==> config.mk <==
export PLATFORM = sky130hd
export DESIGN_NAME = alu_sequencer_flat
export DESIGN_NICKNAME = d
export VERILOG_FILES = /design/src/rtl/alu_sequencer_if.sv /design/src/rtl/alu_sequencer.sv /design/src/flat_wrapper.sv
export SDC_FILE = /design/constraint.sdc
export NUM_CORES = 1
export LEC_CHECK = 0
export BUFFER_PORTS_ARGS = -buffer_cell sky130_fd_sc_hd__buf_4
export CORE_MARGIN = 3
export CORE_UTILIZATION = 30
export DETAILED_ROUTE_END_ITERATION = 7
export RECOVER_POWER = 100
export SLEW_MARGIN = 20
export SYNTH_ARGS = -nofsm -noshare
export SYNTH_HDL_FRONTEND = slang
export SYNTH_SLANG_ARGS = --single-unit
==> constraint.sdc <==
create_clock -name clock -period 4.9 [get_ports clock]
set_clock_uncertainty 0.15 [all_clocks]
set_input_delay 0.98 -clock clock [delete_from_list [all_inputs] [get_ports clock]]
set_output_delay 0.98 -clock clock [all_outputs]
set_load 0.05 [all_outputs]
==> src/rtl/alu_sequencer_if.sv <==
`default_nettype none
// ============================================================================
// Module      : alu_sequencer_if
// Description : Start/done handshake bundle between the ALU sequencer and the
//               8-bit ALU datapath.
//   alu_start : one-cycle start pulse (sequencer -> ALU)
//   alu_op    : latched opcode        (sequencer -> ALU)
//   alu_a     : operand A             (sequencer -> ALU)
//   alu_b     : operand B             (sequencer -> ALU)
//   alu_done  : result valid strobe   (ALU -> sequencer)
//   alu_y     : result                (ALU -> sequencer)
// Revision    : 1.0 - initial release
// ============================================================================
interface alu_sequencer_if;
  logic       alu_start;
  logic [3:0] alu_op;
  logic [7:0] alu_a;
  logic [7:0] alu_b;
  logic       alu_done;
  logic [7:0] alu_y;

  modport master (
    output alu_start, alu_op, alu_a, alu_b,
    input  alu_done, alu_y
  );

  modport slave (
    input  alu_start, alu_op, alu_a, alu_b,
    output alu_done, alu_y
  );
endinterface
`default_nettype wire

==> src/rtl/alu_sequencer.sv <==
`default_nettype none
// ============================================================================
// Module      : alu_sequencer
// Description : Debounces the send-operation button, latches the opcode on a
//               clean press and sequences the ALU via a start/done handshake.
//               Owns operand registers A/B and the result register Y.
// Ports       : clock, reset (async, active high), tick (sample strobe),
//               btn_go (raw button), opcode[3:0], data_in[7:0],
//               alu (handshake bundle, master side), reg_a, reg_b, result,
//               busy, error (sticky timeout flag).
// Options     : define ALU_SEQ_FLAGS_EN to add flag_z / flag_n outputs that
//               track the last ALU result.
// Revision    : 1.0 - initial release
// ============================================================================
module alu_sequencer #(
  parameter int DEBOUNCE_TICKS = 4,
  parameter int TIMEOUT_CYCLES = 15
) (
  input  wire logic        clock,
  input  wire logic        reset,
  input  wire logic        tick,
  input  wire logic        btn_go,
  input  wire logic [3:0]  opcode,
  input  wire logic [7:0]  data_in,
  alu_sequencer_if.master  alu,
  output logic [7:0]       reg_a,
  output logic [7:0]       reg_b,
  output logic [7:0]       result,
  output logic             busy,
`ifdef ALU_SEQ_FLAGS_EN
  output logic             flag_z,
  output logic             flag_n,
`endif
  output logic             error
);

  localparam int c_DB_W = $clog2(DEBOUNCE_TICKS + 1);
  localparam int c_TO_W = $clog2(TIMEOUT_CYCLES + 1);
  localparam logic [c_DB_W-1:0] c_DB_LAST = c_DB_W'(DEBOUNCE_TICKS - 1);
  localparam logic [c_TO_W-1:0] c_TO_LAST = c_TO_W'(TIMEOUT_CYCLES - 1);

  typedef enum logic [1:0] {
    S_IDLE  = 2'd0,
    S_ISSUE = 2'd1,
    S_WAIT  = 2'd2,
    S_EXEC  = 2'd3
  } state_t;

  state_t            r_state;
  state_t            w_state_nxt;
  logic              r_sync1;
  logic              r_sync2;
  logic              r_db_level;
  logic              r_db_prev;
  logic [c_DB_W-1:0] r_db_cnt;
  logic [c_TO_W-1:0] r_wait_cnt;
  logic [3:0]        r_op;
  logic              w_press;
  logic              w_accept;
  logic              w_done;
  logic              w_timeout;

  // Synchronizer and tick-sampled debouncer. The counter only runs while the
  // synced level disagrees with the debounced level; reaching the last count
  // means DEBOUNCE_TICKS consecutive disagreeing samples, so flip the level.
  always_ff @(posedge clock or posedge reset) begin
    if (reset) begin
      r_sync1    <= 1'b0;
      r_sync2    <= 1'b0;
      r_db_level <= 1'b0;
      r_db_prev  <= 1'b0;
      r_db_cnt   <= '0;
    end else begin
      r_sync1   <= btn_go;
      r_sync2   <= r_sync1;
      r_db_prev <= r_db_level;
      if (tick) begin
        if (r_sync2 != r_db_level) begin
          if (r_db_cnt == c_DB_LAST) begin
            r_db_level <= ~r_db_level;
            r_db_cnt   <= '0;
          end else begin
            r_db_cnt <= r_db_cnt + 1'b1;
          end
        end else begin
          r_db_cnt <= '0;
        end
      end
    end
  end

  assign w_press = r_db_level & ~r_db_prev;

  always_ff @(posedge clock or posedge reset) begin
    if (reset) r_state <= S_IDLE;
    else       r_state <= w_state_nxt;
  end

  always_comb begin
    w_state_nxt = r_state;
    w_accept    = 1'b0;
    w_done      = 1'b0;
    w_timeout   = 1'b0;
    case (r_state)
      S_IDLE: begin
        // Presses outside IDLE fall through here and are simply lost.
        if (w_press) begin
          w_accept    = 1'b1;
          w_state_nxt = (opcode >= 4'd13) ? S_EXEC : S_ISSUE;
        end
      end
      S_ISSUE: w_state_nxt = S_WAIT;
      S_WAIT: begin
        // done is tested first so it wins over a simultaneous expiry
        if (alu.alu_done) begin
          w_done      = 1'b1;
          w_state_nxt = S_IDLE;
        end else if (r_wait_cnt == c_TO_LAST) begin
          w_timeout   = 1'b1;
          w_state_nxt = S_IDLE;
        end
      end
      S_EXEC:  w_state_nxt = S_IDLE;
      default: w_state_nxt = S_IDLE;
    endcase
  end

  always_ff @(posedge clock or posedge reset) begin
    if (reset) begin
      r_op       <= 4'd0;
      r_wait_cnt <= '0;
      reg_a      <= 8'd0;
      reg_b      <= 8'd0;
      result     <= 8'd0;
      error      <= 1'b0;
    end else begin
      if (w_accept) begin
        r_op  <= opcode;
        error <= 1'b0;
      end
      if (r_state == S_WAIT) r_wait_cnt <= r_wait_cnt + 1'b1;
      else                   r_wait_cnt <= '0;
      if (w_done)    result <= alu.alu_y;
      if (w_timeout) error  <= 1'b1;
      if (r_state == S_EXEC) begin
        case (r_op)
          4'd13: reg_a <= result;
          4'd14: begin
            reg_a <= reg_b;
            reg_b <= reg_a;
          end
          4'd15: reg_a <= data_in;
          default: ;
        endcase
      end
    end
  end

`ifdef ALU_SEQ_FLAGS_EN
  always_ff @(posedge clock or posedge reset) begin
    if (reset) begin
      flag_z <= 1'b0;
      flag_n <= 1'b0;
    end else if (w_done) begin
      flag_z <= (alu.alu_y == 8'd0);
      flag_n <= alu.alu_y[7];
    end
  end
`endif

  // Outputs decoded from the state register so reset clears them at once.
  assign busy          = (r_state != S_IDLE);
  assign alu.alu_start = (r_state == S_ISSUE);
  assign alu.alu_op    = r_op;
  assign alu.alu_a     = reg_a;
  assign alu.alu_b     = reg_b;

endmodule
`default_nettype wire

==> src/flat_wrapper.sv <==
// flat-port wrapper written by rule: the top's interface ports become plain ports
module alu_sequencer_flat 
#(
  parameter int DEBOUNCE_TICKS = 4,
  parameter int TIMEOUT_CYCLES = 15
)
  (clock, reset, tick, btn_go, opcode, data_in, reg_a, reg_b, result, busy, error, alu_alu_start, alu_alu_op, alu_alu_a, alu_alu_b, alu_alu_done, alu_alu_y);
  alu_sequencer_if alu_i ();
  input  wire logic clock;
  input  wire logic reset;
  input  wire logic tick;
  input  wire logic btn_go;
  input  wire logic [3:0] opcode;
  input  wire logic [7:0] data_in;
  output logic [7:0] reg_a;
  output logic [7:0] reg_b;
  output logic [7:0] result;
  output logic busy;
  output logic error;
  output wire logic [$bits(alu_i.alu_start)-1:0] alu_alu_start;
  output wire logic [$bits(alu_i.alu_op)-1:0] alu_alu_op;
  output wire logic [$bits(alu_i.alu_a)-1:0] alu_alu_a;
  output wire logic [$bits(alu_i.alu_b)-1:0] alu_alu_b;
  input wire logic [$bits(alu_i.alu_done)-1:0] alu_alu_done;
  input wire logic [$bits(alu_i.alu_y)-1:0] alu_alu_y;
  assign alu_alu_start = alu_i.alu_start;
  assign alu_alu_op = alu_i.alu_op;
  assign alu_alu_a = alu_i.alu_a;
  assign alu_alu_b = alu_i.alu_b;
  assign alu_i.alu_done = alu_alu_done;
  assign alu_i.alu_y = alu_alu_y;
  alu_sequencer #(.DEBOUNCE_TICKS(DEBOUNCE_TICKS), .TIMEOUT_CYCLES(TIMEOUT_CYCLES)) u_core (.clock(clock), .reset(reset), .tick(tick), .btn_go(btn_go), .opcode(opcode), .data_in(data_in), .alu(alu_i), .reg_a(reg_a), .reg_b(reg_b), .result(result), .busy(busy), .error(error));
endmodule
==> impl_results.md <==
* Async set-reset flop share out of synthesis at 100%
* Synth Register Bits at 42
* Crit path launch type: primary input
* Critical path data arrival time at 2.78 ns
* Max cap viols at 1
* Cells after synthesis at 150
* Synthesis Warnings at 0
* Core area at 6060 sq um
* Hold depth at 0
* Status: finished with violations
* Ranking of synthesized cells by area: dfrtp_1 (55%), mux2_2 (12%), buf_4 (6.3%)
* Fin crit share at 61.4%
* Reg-to-Reg Start: u_core.r_state[1]$_DFFE_PP0P_
* Syn Nets at 178
* Cell with the most instances after synthesis: dfrtp_1
* Ys flop type: dfrtp_1
* Seq/Total Area, Yosys at 54.9%
* Reg2Reg Depth at 3
* Final TNS setup at 0 ns
* Post-CTS Setup Bufs at 0
* Crit path from: reset
* Clock-pin slew on the worst setup and hold paths at 0.08 ns
* Clk buf depth at 2
* CTS resizes at 0
* DRT iter0 DRCs at 54
* Post-synth EDFFs at 0
* Cell taking the most area after synthesis: dfrtp_1
* Root buf cell: clkbuf_8
* Final setup violation count at 0
* Global-route wire length before repair at 6980 um
* Hold Buf Count CTS at 0
* Number of antenna diodes at 0
* Worst reg-to-reg setup slack at 2.42 ns
* Die area at 7380 sq um
* Number of distinct library cells after synthesis at 29
* Row cnt at 28
* TritonCTS buffer count at 5
* H-tree Lvls at 2
* Largest net degree at the start of global routing at 43
* Congestion Overflow GR at 0
* DRT Pass-1 Iters at 5
* RSZ-0062 raised after global routing: false
* Placed instance area at 2420 sq um
* Initial Utilization at 31.6%
* Fin. max-slew vios at 43
* Ports at 72
* CP Max Fanout at 42
* CTS sink count at 42
* Post-route ant nets at 0
* Post-route cell area at 2290 sq um
* Drt drc at 0
* Total GRT Usage at 12.2%
* Min-Delay Endpoint: u_core.r_sync2$_DFF_PP0_
* Drt via density at 4.74
* Crit. End Element: async pin
* Routed WL at 4360 um
* Fraction of layout cells with a size suffix above 1 at 22.6%
* Reg2reg end: u_core.alu.alu_b[6]$_DFFE_PP0P_
* Vias in the first global route at 1325
* Vias at 1359
* CP required at 4.67 ns
* Relative slew slack at -55.2%
* Clk_lat worst skew at 0.29 ns
* Die height at 85.9 um
* Area delta synth->final at 19.6%
* Number of port buffers at 71
* Placer congestion estimate at 0.692
* Synth cell count leaders: dfrtp_1 (42), mux2_2 (21), buf_4 (16)
* Die X at 85.9 um
* Worst Max-Slew Pin Slew at 2.33 ns
* Final Hold Viols at 0
* Antenna violations before repair at 0
* Yosys top cell area share at 54.9%
* Peak Freq at 332 MHz
* CTS tree: yes
* Nets@finish at 239
* Post-DP HPWL at 3140 um
* Min Tclk post-route at 3.01 ns
* Syn_area_per_cell at 12.8 sq um
* Min-delay worst type: reg -> reg
* Min-delay src: u_core.r_sync1$_DFF_PP0_
* Routed len/inst at 15.2 um
* Crit path kind: in -> async
* Failing checks: max-capacitance violations, max-slew violations
* Synth Cell Area at 1920 sq um
layout by cell type (no fill, tap or decap), drive strengths merged:
cell | netlist | routed
clkbuf | 2 | 60
dfrtp | 42 | 42
mux2 | 21 | 21
buf | 16 | 19
inv | 13 | 12
nor2 | 10 | 10
a222oi | 8 | 8
mux2i | 8 | 8
nand3 | 4 | 4
nand2b | 3 | 3
ha | 3 | 3
nor3b | 2 | 2
xnor2 | 2 | 2
nand2 | 2 | 2
clkinv | 0 | 2
nand3b | 1 | 1
or2 | 1 | 1
and4b | 1 | 1
and4 | 1 | 1
nand4 | 1 | 1
nor2b | 1 | 1
xor2 | 1 | 1
o21a | 1 | 1
o32ai | 1 | 1
nand4b | 1 | 1
a2bb2oi | 1 | 1
a21o | 1 | 1
o21ai | 1 | 1
o22ai | 1 | 1
worst max-delay path: stages:
cell,delay (ns)
clkbuf_4,0.11
clkinv_1,0.03
clkbuf_1,1.65
logic make-up after synthesis:
| kind of cell | Yosys count | synth area share [%] |
|---|---|---|
| xor+xnor | 3 | 1.37 |
| fa+ha+maj | 3 | 1.96 |
| mux | 29 | 16.5 |
| buf+inv | 31 | 9.21 |
| compound gates | 14 | 6.47 |
| simple gates | 28 | 9.60 |
| flops | 42 | 54.9 |
metal layers:
layer	track usage, %	part of all wire [%]	vias to the layer above
met1	16.1	44	666
met4	3.88	0.96	0
met2	19.4	47	54
met5	0	0	-
li1	-	-	634
met3	3.46	7.5	5
worst max-delay path by stage:
stage / end / cells past startpoint / slack, ns
after global placement: u_core.result[3]$_DFFE_PP0P_ / 3 / 2.79
after floorplan: alu_alu_start / 1 / 2.65
after detailed placement: u_core.result[6]$_DFFE_PP0P_ / 3 / 2.77
final: u_core.alu.alu_op[1]$_DFFE_PP0P_ / 3 / 1.89
after CTS: busy / 2 / 2.52
after global routing: u_core.alu.alu_b[3]$_DFFE_PP0P_ / 3 / 1.39
stage by stage:
stage | setup slack (ns) | cells | hold slack [ns] | util [%]
after floorplan | 2.65 | 150 | 0.181 | -
after global placement | 2.79 | 279 | 0.183 | 40.0
after detailed placement | 2.77 | 279 | 0.187 | 40.0
after CTS | 2.52 | 287 | 0.206 | 41.5
after global routing | 1.39 | 287 | 0.212 | 37.8
final | 1.89 | 287 | 0.203 | 37.8
final cells by class:
class,count,area (sq um)
fill,661,3770
sequential,42,1050
multi-input combinational,77,657
timing repair buffer,72,349
tap,75,93.8
clock buffer,7,86.3
inverter,13,48.8
clock inverter,1,5.00
registers in the layout, indices dropped and copies added, names as in the netlist, 2 cells and up:
signal / count
u_core.alu.alu_a: 8
u_core.alu.alu_b: 8
u_core.result: 8
u_core.alu.alu_op: 4
u_core.r_wait_cnt: 4
u_core.r_db_cnt: 3
u_core.r_state: 2
Power is left out: the tool's default activity adds up to more than one toggle a clock period on the data nets, which glitch-free logic cannot reach.
